`src/rtl/branch_unit_ras.sv`:
```
// branch_unit_ras
//   Next-PC generation and branch resolution for the RISC core. Owns the
//   fetch PC, a latched N/Z/C flag register and a circular return-address
//   stack (RAS) used by bl (call) and ret (return).
//
// Ports
//   clk            core clock, rising edge
//   rst            asynchronous active-low reset
//   stall          holds pc, RAS and taken; flags still capture
//   instr_valid    decode slot holds a real instruction
//   branch         class: 00 none, 01 reg/cond-flag, 10 uncond/carry, 11 link
//   function_code  sub-operation within the class
//   reg1_value     register target for br
//   branch_address immediate/absolute target
//   alu_negative/alu_zero/alu_carry  ALU flags, valid when flag_we=1
//   flag_we        capture ALU flags this cycle (also bypassed into decode)
//   pc             registered fetch address
//   pc_plus1       pc+1, combinational, wraps
//   taken          registered, high for the cycle after a taken redirect
//   ras_empty/ras_full  RAS occupancy
//   ras_err        sticky RAS overflow/underflow flag
//   br_count/taken_count  statistics counters (only with BRANCH_UNIT_STATS_EN)
//
// Optional feature: define BRANCH_UNIT_STATS_EN to add saturating counters of
// accepted branch-class instructions and taken redirects.

module branch_unit_ras #(
  parameter int unsigned           PC_W      = 32,
  parameter int unsigned           RAS_DEPTH = 8,
  parameter logic [PC_W-1:0]       RESET_PC  = '0,
  parameter int unsigned           STAT_W    = 32
) (
  input  logic              clk,
  input  logic              rst,
  input  logic              stall,
  input  logic              instr_valid,
  input  logic [1:0]        branch,
  input  logic [5:0]        function_code,
  input  logic [PC_W-1:0]   reg1_value,
  input  logic [PC_W-1:0]   branch_address,
  input  logic              alu_negative,
  input  logic              alu_zero,
  input  logic              alu_carry,
  input  logic              flag_we,
  output logic [PC_W-1:0]   pc,
  output logic [PC_W-1:0]   pc_plus1,
  output logic              taken,
  output logic              ras_empty,
  output logic              ras_full,
`ifdef BRANCH_UNIT_STATS_EN
  output logic [STAT_W-1:0] br_count,
  output logic [STAT_W-1:0] taken_count,
`endif
  output logic              ras_err
);

  localparam int unsigned PTR_W = $clog2(RAS_DEPTH);
  localparam int unsigned CNT_W = PTR_W + 1;

  if (RAS_DEPTH < 2 || (RAS_DEPTH & (RAS_DEPTH - 1)) != 0 || STAT_W < 1) begin : g_bad_params
    $error("branch_unit_ras: RAS_DEPTH must be a power of two >= 2 and STAT_W >= 1");
  end

  logic [PC_W-1:0]  pc_q, pc_d;
  logic             taken_q, taken_d;
  logic [2:0]       flags_q;            // {N, Z, C}
  logic [PC_W-1:0]  ras_q [RAS_DEPTH];
  logic [PTR_W-1:0] ptr_q;              // next free slot; ptr_q-1 is top of stack
  logic [CNT_W-1:0] cnt_q;
  logic             err_q;

  logic             eff_n, eff_z, eff_c;
  logic             accept, take, push, pop, underflow;
  logic [PC_W-1:0]  target;
  logic [PTR_W-1:0] ptr_dec;
  logic             full;

  assign pc_plus1 = pc_q + PC_W'(1);
  assign ptr_dec  = ptr_q - PTR_W'(1);
  assign full     = (cnt_q == CNT_W'(RAS_DEPTH));

  // Same-cycle ALU flags take priority over the latched copy.
  assign eff_n = flag_we ? alu_negative : flags_q[2];
  assign eff_z = flag_we ? alu_zero     : flags_q[1];
  assign eff_c = flag_we ? alu_carry    : flags_q[0];

  assign accept = instr_valid & ~stall;

  always_comb begin
    take      = 1'b0;
    target    = branch_address;
    push      = 1'b0;
    pop       = 1'b0;
    underflow = 1'b0;
    if (accept) begin
      case ({branch, function_code})
        8'b01_000000: begin take = 1'b1; target = reg1_value; end
        8'b01_000001: take = eff_n;
        8'b01_000010: take = eff_z;
        8'b01_000011: take = ~eff_z;
        8'b10_000000: take = 1'b1;
        8'b10_000001: take = eff_c;
        8'b10_000010: take = ~eff_c;
        8'b11_000000: begin take = 1'b1; push = 1'b1; end
        8'b11_000001: begin
          // Return on an empty stack falls through and flags the error.
          if (cnt_q != '0) begin
            take   = 1'b1;
            pop    = 1'b1;
            target = ras_q[ptr_dec];
          end else begin
            underflow = 1'b1;
          end
        end
        default: take = 1'b0;
      endcase
    end
    pc_d    = stall ? pc_q    : (take ? target : pc_plus1);
    taken_d = stall ? taken_q : take;
  end

  always_ff @(posedge clk or negedge rst) begin
    if (!rst) begin
      pc_q    <= RESET_PC;
      taken_q <= 1'b0;
      flags_q <= 3'b000;
      ptr_q   <= '0;
      cnt_q   <= '0;
      err_q   <= 1'b0;
    end else begin
      pc_q    <= pc_d;
      taken_q <= taken_d;
      if (flag_we) flags_q <= {alu_negative, alu_zero, alu_carry};
      if (push) begin
        ptr_q <= ptr_q + PTR_W'(1);
        // When full the push lands on the oldest slot; occupancy saturates.
        if (full) err_q <= 1'b1;
        else      cnt_q <= cnt_q + CNT_W'(1);
      end else if (pop) begin
        ptr_q <= ptr_dec;
        cnt_q <= cnt_q - CNT_W'(1);
      end
      if (underflow) err_q <= 1'b1;
    end
  end

  // Entry storage needs no reset: occupancy alone decides what is valid.
  always_ff @(posedge clk) begin
    if (push) ras_q[ptr_q] <= pc_plus1;
  end

`ifdef BRANCH_UNIT_STATS_EN
  logic [STAT_W-1:0] br_cnt_q, tk_cnt_q;

  always_ff @(posedge clk or negedge rst) begin
    if (!rst) begin
      br_cnt_q <= '0;
      tk_cnt_q <= '0;
    end else begin
      if (accept && branch != 2'b00 && br_cnt_q != '1) br_cnt_q <= br_cnt_q + STAT_W'(1);
      if (take && tk_cnt_q != '1) tk_cnt_q <= tk_cnt_q + STAT_W'(1);
    end
  end

  assign br_count    = br_cnt_q;
  assign taken_count = tk_cnt_q;
`endif

  assign pc        = pc_q;
  assign taken     = taken_q;
  assign ras_empty = (cnt_q == '0);
  assign ras_full  = full;
  assign ras_err   = err_q;

endmodule

```
`config.mk`:
```
export PLATFORM = sky130hd
export DESIGN_NAME = branch_unit_ras
export DESIGN_NICKNAME = d
export VERILOG_FILES = /design/src/rtl/branch_unit_ras.sv
export SDC_FILE = /design/constraint.sdc
export NUM_CORES = 1
export LEC_CHECK = 0
export CORE_MARGIN = 2
export CORE_UTILIZATION = 55
export CTS_BUF_LIST = sky130_fd_sc_hd__clkbuf_8
export DETAILED_ROUTE_END_ITERATION = 7
export PLACE_DENSITY_LB_ADDON = 0.08
export RECOVER_POWER = 50
export SKIP_CTS_REPAIR_TIMING = 1
export SYNTH_ARGS = -nofsm -noshare
export SYNTH_HDL_FRONTEND = slang
export SYNTH_SLANG_ARGS = --single-unit
```
`constraint.sdc`:
```
create_clock -name clk -period 3.8 [get_ports clk]
set_input_delay 0.76 -clock clk [delete_from_list [all_inputs] [get_ports clk]]
set_output_delay 0.76 -clock clk [all_outputs]
set_load 0.03 [all_outputs]
```
==> results.md <==
- The highest-delay cell along the critical path is sky130_fd_sc_hd__dfrtp_1.
- The post-route standard cell area excluding fillers is 0.0164 mm^2.
- The placeable core area is roughly 0.024 mm^2.
- In this run the number of cells on the critical path is 8.
- From bottom edge to top edge, the die measures 159 um.
- The cell area after placement is 0.0154 mm^2.
- The number of endpoints failing setup at the final stage is 0.
- The layout cell share with drive strength beyond 1 is 0.226.
- Counting every net in the synthesized netlist gives 889.
- The clock-pin transition on the worst setup and hold timing paths is 0.06 ns.
- The H-tree was split into 2 levels.
- TritonCTS built the clock tree.
- The type of element capturing the critical path is an output pin.
- Using the TritonRoute via totals, the vias-per-cell ratio works out to 6.09.
- Of the total power, the share spent switching nets is 0.286.
- In this run, synthesis inferred ~260 flip-flops with an integrated enable.
- The total net switching power is 2.44 mW.
- The pin count of the biggest net entering global routing is 67.
- The headroom to the max-slew limit is -0.252.
- The post-route fraction of the period consumed by the critical path is 0.953.
- Counting both buffers and inverters, the worst setup path holds a total of 2.
- The data required time of the worst path is ~3 ns.
- The run finished, with violations left.
- The internal power is a little over 6 mW.
- The arithmetic-cell share of the synthesized area counting full adders, half adders and majority gates is 0.00624.
- The area of the die is 0.0253 mm^2.
- The worst hold path begins at taken.
- For this run, the slowest stage of the critical path takes 0.42 ns.
- The clock latency reported for the late side of the worst-skew pair is between 0.5 and 0.6 ns.
- The slack of the critical path is 0.177 ns.
- Setup repair after global routing left no endpoint under its margin.
- The highest clock rate is roughly 280 MHz.
- For this run, the post-layout net count is 1101.
- The fraction of the mapped netlist area in compound gates was 0.0718.
- For this run, the register share of the synthesized area comes to 0.664.
- Once detail routing completed, the nets flagged for antenna violations numbered 0.
- Counting instances, the worst hold path has a depth of 2.
- Buffers inserted during clock tree synthesis total 48.
- The worst hold path belongs to the class reg2reg.
- The number of antenna violations at the first check in global routing is 0.
- Of the post-synthesis cell area, the part taken by muxes is 0.141.
- The final count of hold timing violations is 0.
- For this run, the detailed router's first-pass iteration total came to 5.
- The share of total power dissipated in combinational logic is 0.215.
- The startpoint identified for the worst register-to-register timing path is ptr_q[0].
- For this run the aggregate overflow at the end of global routing stands at 0.
- The largest clock skew in the final design is 0.0221 ns.
- The clock net in this run drives a total of 300 sinks.
- The count of input and output buffers is 147.
- Broken down by cell family, the worst path's largest delay share belongs to simple AND/OR/NAND/NOR gates.
- The global-route wire length before repair is 52000 um.
- Along the worst path, the maximum fanout reaches 9.
- For the pin with the worst max-slew slack, the measured transition is 1.88 ns.
- The most common cell type on the critical path is sky130_fd_sc_hd__buf_4.
- The number of antenna diodes in the final layout is 0.
- The predominant post-synthesis flop cell is sky130_fd_sc_hd__edfxtp_1.
- The initial utilization of the core area, before any placement, comes to 0.562.
- The sort of element at the start of the critical path is a register.
- The worst reg2reg path depth is 9.
- By startpoint and endpoint, the worst setup path is classified as reg2out.
- The flop and latch count out of synthesis is 300.
- Pin placement for this block handled 148 I/O pins.
- The share of synthesized flip-flops with an asynchronous set or reset is 0.147.
- The reg-to-reg setup timing slack is around 0.71 ns.
- The overall routed net length is 34800 um.
- For this run, the number of Yosys warnings is 0.
- Hold timing on the final database bottoms out at a slack of about 0.49 ns.
- Walking the worst path, the cells encountered are ha_1 -> nand4_1 -> buf_4 -> nor3_4 -> and4_1 -> and3_1 -> xor2_4 -> buf_4.
- In this run the static leakage power is 6.13 nW.
- The share of synthesized cell area in and, or, nand and nor gates is 0.0685.
- The via total after detailed routing is 8372.
- The remaining design rule violation count is 0.
- The number of buffers on the longest clock path is 3.
- The post-synthesis share of cell area spent on xor and xnor gates is 0.0258.
- The via count of the first global-routing pass is 8629.
- Of the total power, registers draw 0.464.
- The reported max-cap violation count is 1.
- The synthesized netlist contains 66 unique library cells.
- In this run the horizontal extent of the chip is 159 um.
- In this run the mean area of a mapped cell was between 15 and 20 um^2.
- The share of total power dissipated in the clock network is 0.321.
- The final reports fail on capacitance limit, slew limit.
- The largest voltage drop on the vdd net is 292 uV.
- At the placement stage, the worst setup path has a slack of 0.179 ns.
- The total power per unit cell area is 520 mW/mm^2.
- Data arrives at the worst endpoint at ~2.9 ns.
- In this run the cell area of the synthesized design comes to between 0.01 and 0.015 mm^2.
- The total routing resource utilization after global routing is 0.274.
- The number of core rows is 56.
- The last weighted congestion value of the routability-driven placer is between 0.8 and 0.9.
- The detailed placement HPWL is 22300 um.
- The average routed wire per standard cell is 25.3 um.
- The worst min-delay path endpoint is taken.
- The combinational family with the most area after synthesis is multiplexers.
- The shortest clock period the worst path allows after layout is 3.62 ns.
- For this block, the initial DRC count from the detailed router was 787.
- The endpoint of the worst-slack reg-to-reg timing path is pc[20].
- The area added between synthesis and finish is 24.1%.
- The number of instances in the synthesized netlist is 803.
- The tree is rooted in a sky130_fd_sc_hd__clkbuf_8.
- The number of max-slew violations in the final report is 28.
==> through the flow <==
step / power [mW] / utilization / TNS [ns] / instances
6_report: 8.54 / 0.698 / 0 / 1374
5_1_grt: 8.82 / 0.698 / 0 / 1374
4_1_cts: 8.60 / 0.694 / -3.45 / 1371
3_5_place_dp: 5.88 / 0.653 / 0 / 1281
3_3_place_gp: 5.83 / 0.653 / 0 / 1281
2_1_floorplan: 5.07 / - / 0 / 803
==> synth_stat cells, types with 14 or more instances <==
cell | number | area [um^2]
sky130_fd_sc_hd__mux4_2 | 60 | 1350
sky130_fd_sc_hd__a21o_1 | 15 | 113
sky130_fd_sc_hd__xor2_1 | 14 | 123
sky130_fd_sc_hd__a221o_1 | 15 | 150
sky130_fd_sc_hd__mux2_2 | 32 | 360
sky130_fd_sc_hd__nand3_1 | 15 | 75.1
sky130_fd_sc_hd__a22oi_1 | 22 | 165
sky130_fd_sc_hd__xnor2_1 | 25 | 219
sky130_fd_sc_hd__clkbuf_1 | 18 | 67.6
sky130_fd_sc_hd__dfrtp_1 | 44 | 1100
sky130_fd_sc_hd__a21oi_1 | 35 | 175
sky130_fd_sc_hd__nand2_1 | 60 | 225
sky130_fd_sc_hd__nor2_1 | 30 | 113
sky130_fd_sc_hd__buf_2 | 15 | 75.1
sky130_fd_sc_hd__edfxtp_1 | 256 | 7690
==> worst reg2reg max path, cell delays in order (launching register included) <==
cell                        delay [ns]
sky130_fd_sc_hd__dfrtp_4          0.64
sky130_fd_sc_hd__inv_1            0.16
sky130_fd_sc_hd__ha_2             0.37
sky130_fd_sc_hd__buf_12           0.36
sky130_fd_sc_hd__mux4_2           0.38
sky130_fd_sc_hd__mux2i_1          0.19
sky130_fd_sc_hd__nor3b_1          0.09
sky130_fd_sc_hd__a2111oi_0        0.52
sky130_fd_sc_hd__buf_4            0.22
sky130_fd_sc_hd__a311oi_1         0.05
==> registers in the layout, summed over array words and instances (netlist names) <==
name	cells
ras_err	1
taken	1
cnt_q	4
ras_q	256
pc	32
flags_q	3
ptr_q	3
==> layer usage <==
metal / wire, um / GRT usage
met2: 16900 / 0.448
met5: 0 / 0
met4: 703 / 0.0839
met3: 2850 / 0.0544
met1: 14300 / 0.377
==> worst max-delay path by stage <==
| stage | startpoint | endpoint | slack (ns) |
|---|---|---|---|
| detailed placement | pc[0] | pc_plus1[12] | 0.18 |
| finish | pc[0] | pc_plus1[16] | 0.18 |
| floorplan | function_code[4] | ras_q[6][0] | 0.48 |
| CTS | pc[0] | pc_plus1[12] | -0.43 |
| global route | pc[0] | pc_plus1[16] | 0.03 |
| global placement | pc[8] | pc_plus1[21] | 0.38 |
==> cell type report <==
cell class,instances,area [um^2]
clock buffer,60,826
clock inverter,30,151
fill,1630,7110
inverter,8,30.0
multi-input combinational,448,4320
sequential,300,8790
tap,319,399
timing repair buffer,209,1920
==> power groups by stage <==
stage	Clock [mW]	Sequential, mW	Combinational, mW
3_5_place_dp	0	4.02	1.86
5_1_grt	2.91	3.97	1.94
4_1_cts	2.78	3.95	1.87
2_1_floorplan	0	4.13	0.940
3_3_place_gp	0	4.00	1.82
6_report	2.74	3.96	1.84
==> logic make-up (layout without fill, tap and decap cells) <==
family	Yosys count	in the layout
AO/OA/AOI/OAI	132	132
XOR/XNOR	39	39
adder cells (fa/ha/maj)	6	6
buffers and inverters	55	307
flip-flops	300	300
multiplexers	101	101
AND/OR/NAND/NOR	170	170
==> layout by cell type, fill, tap and decap left out, drive strengths merged, types with 6 or more instances in the layout <==
cell type and instances:
a221o 15, mux4 64, xor2 14, a22oi 22, nand3 16, buf 46
o21ai 10, a21oi 35, dlymetal6s2s 18, nor4 7, edfxtp 256, clkdlybuf4s50 108
dfrtp 44, xnor2 25, mux2 33, clkinv 12, nor2 32, a22o 11
nor3 13, inv 24, clkbuf 83, nand4 8, o221ai 6, dlygate4sd3 14
a21o 15, nand2 60
No activity file was read; power rests on OpenSTA's default activity.
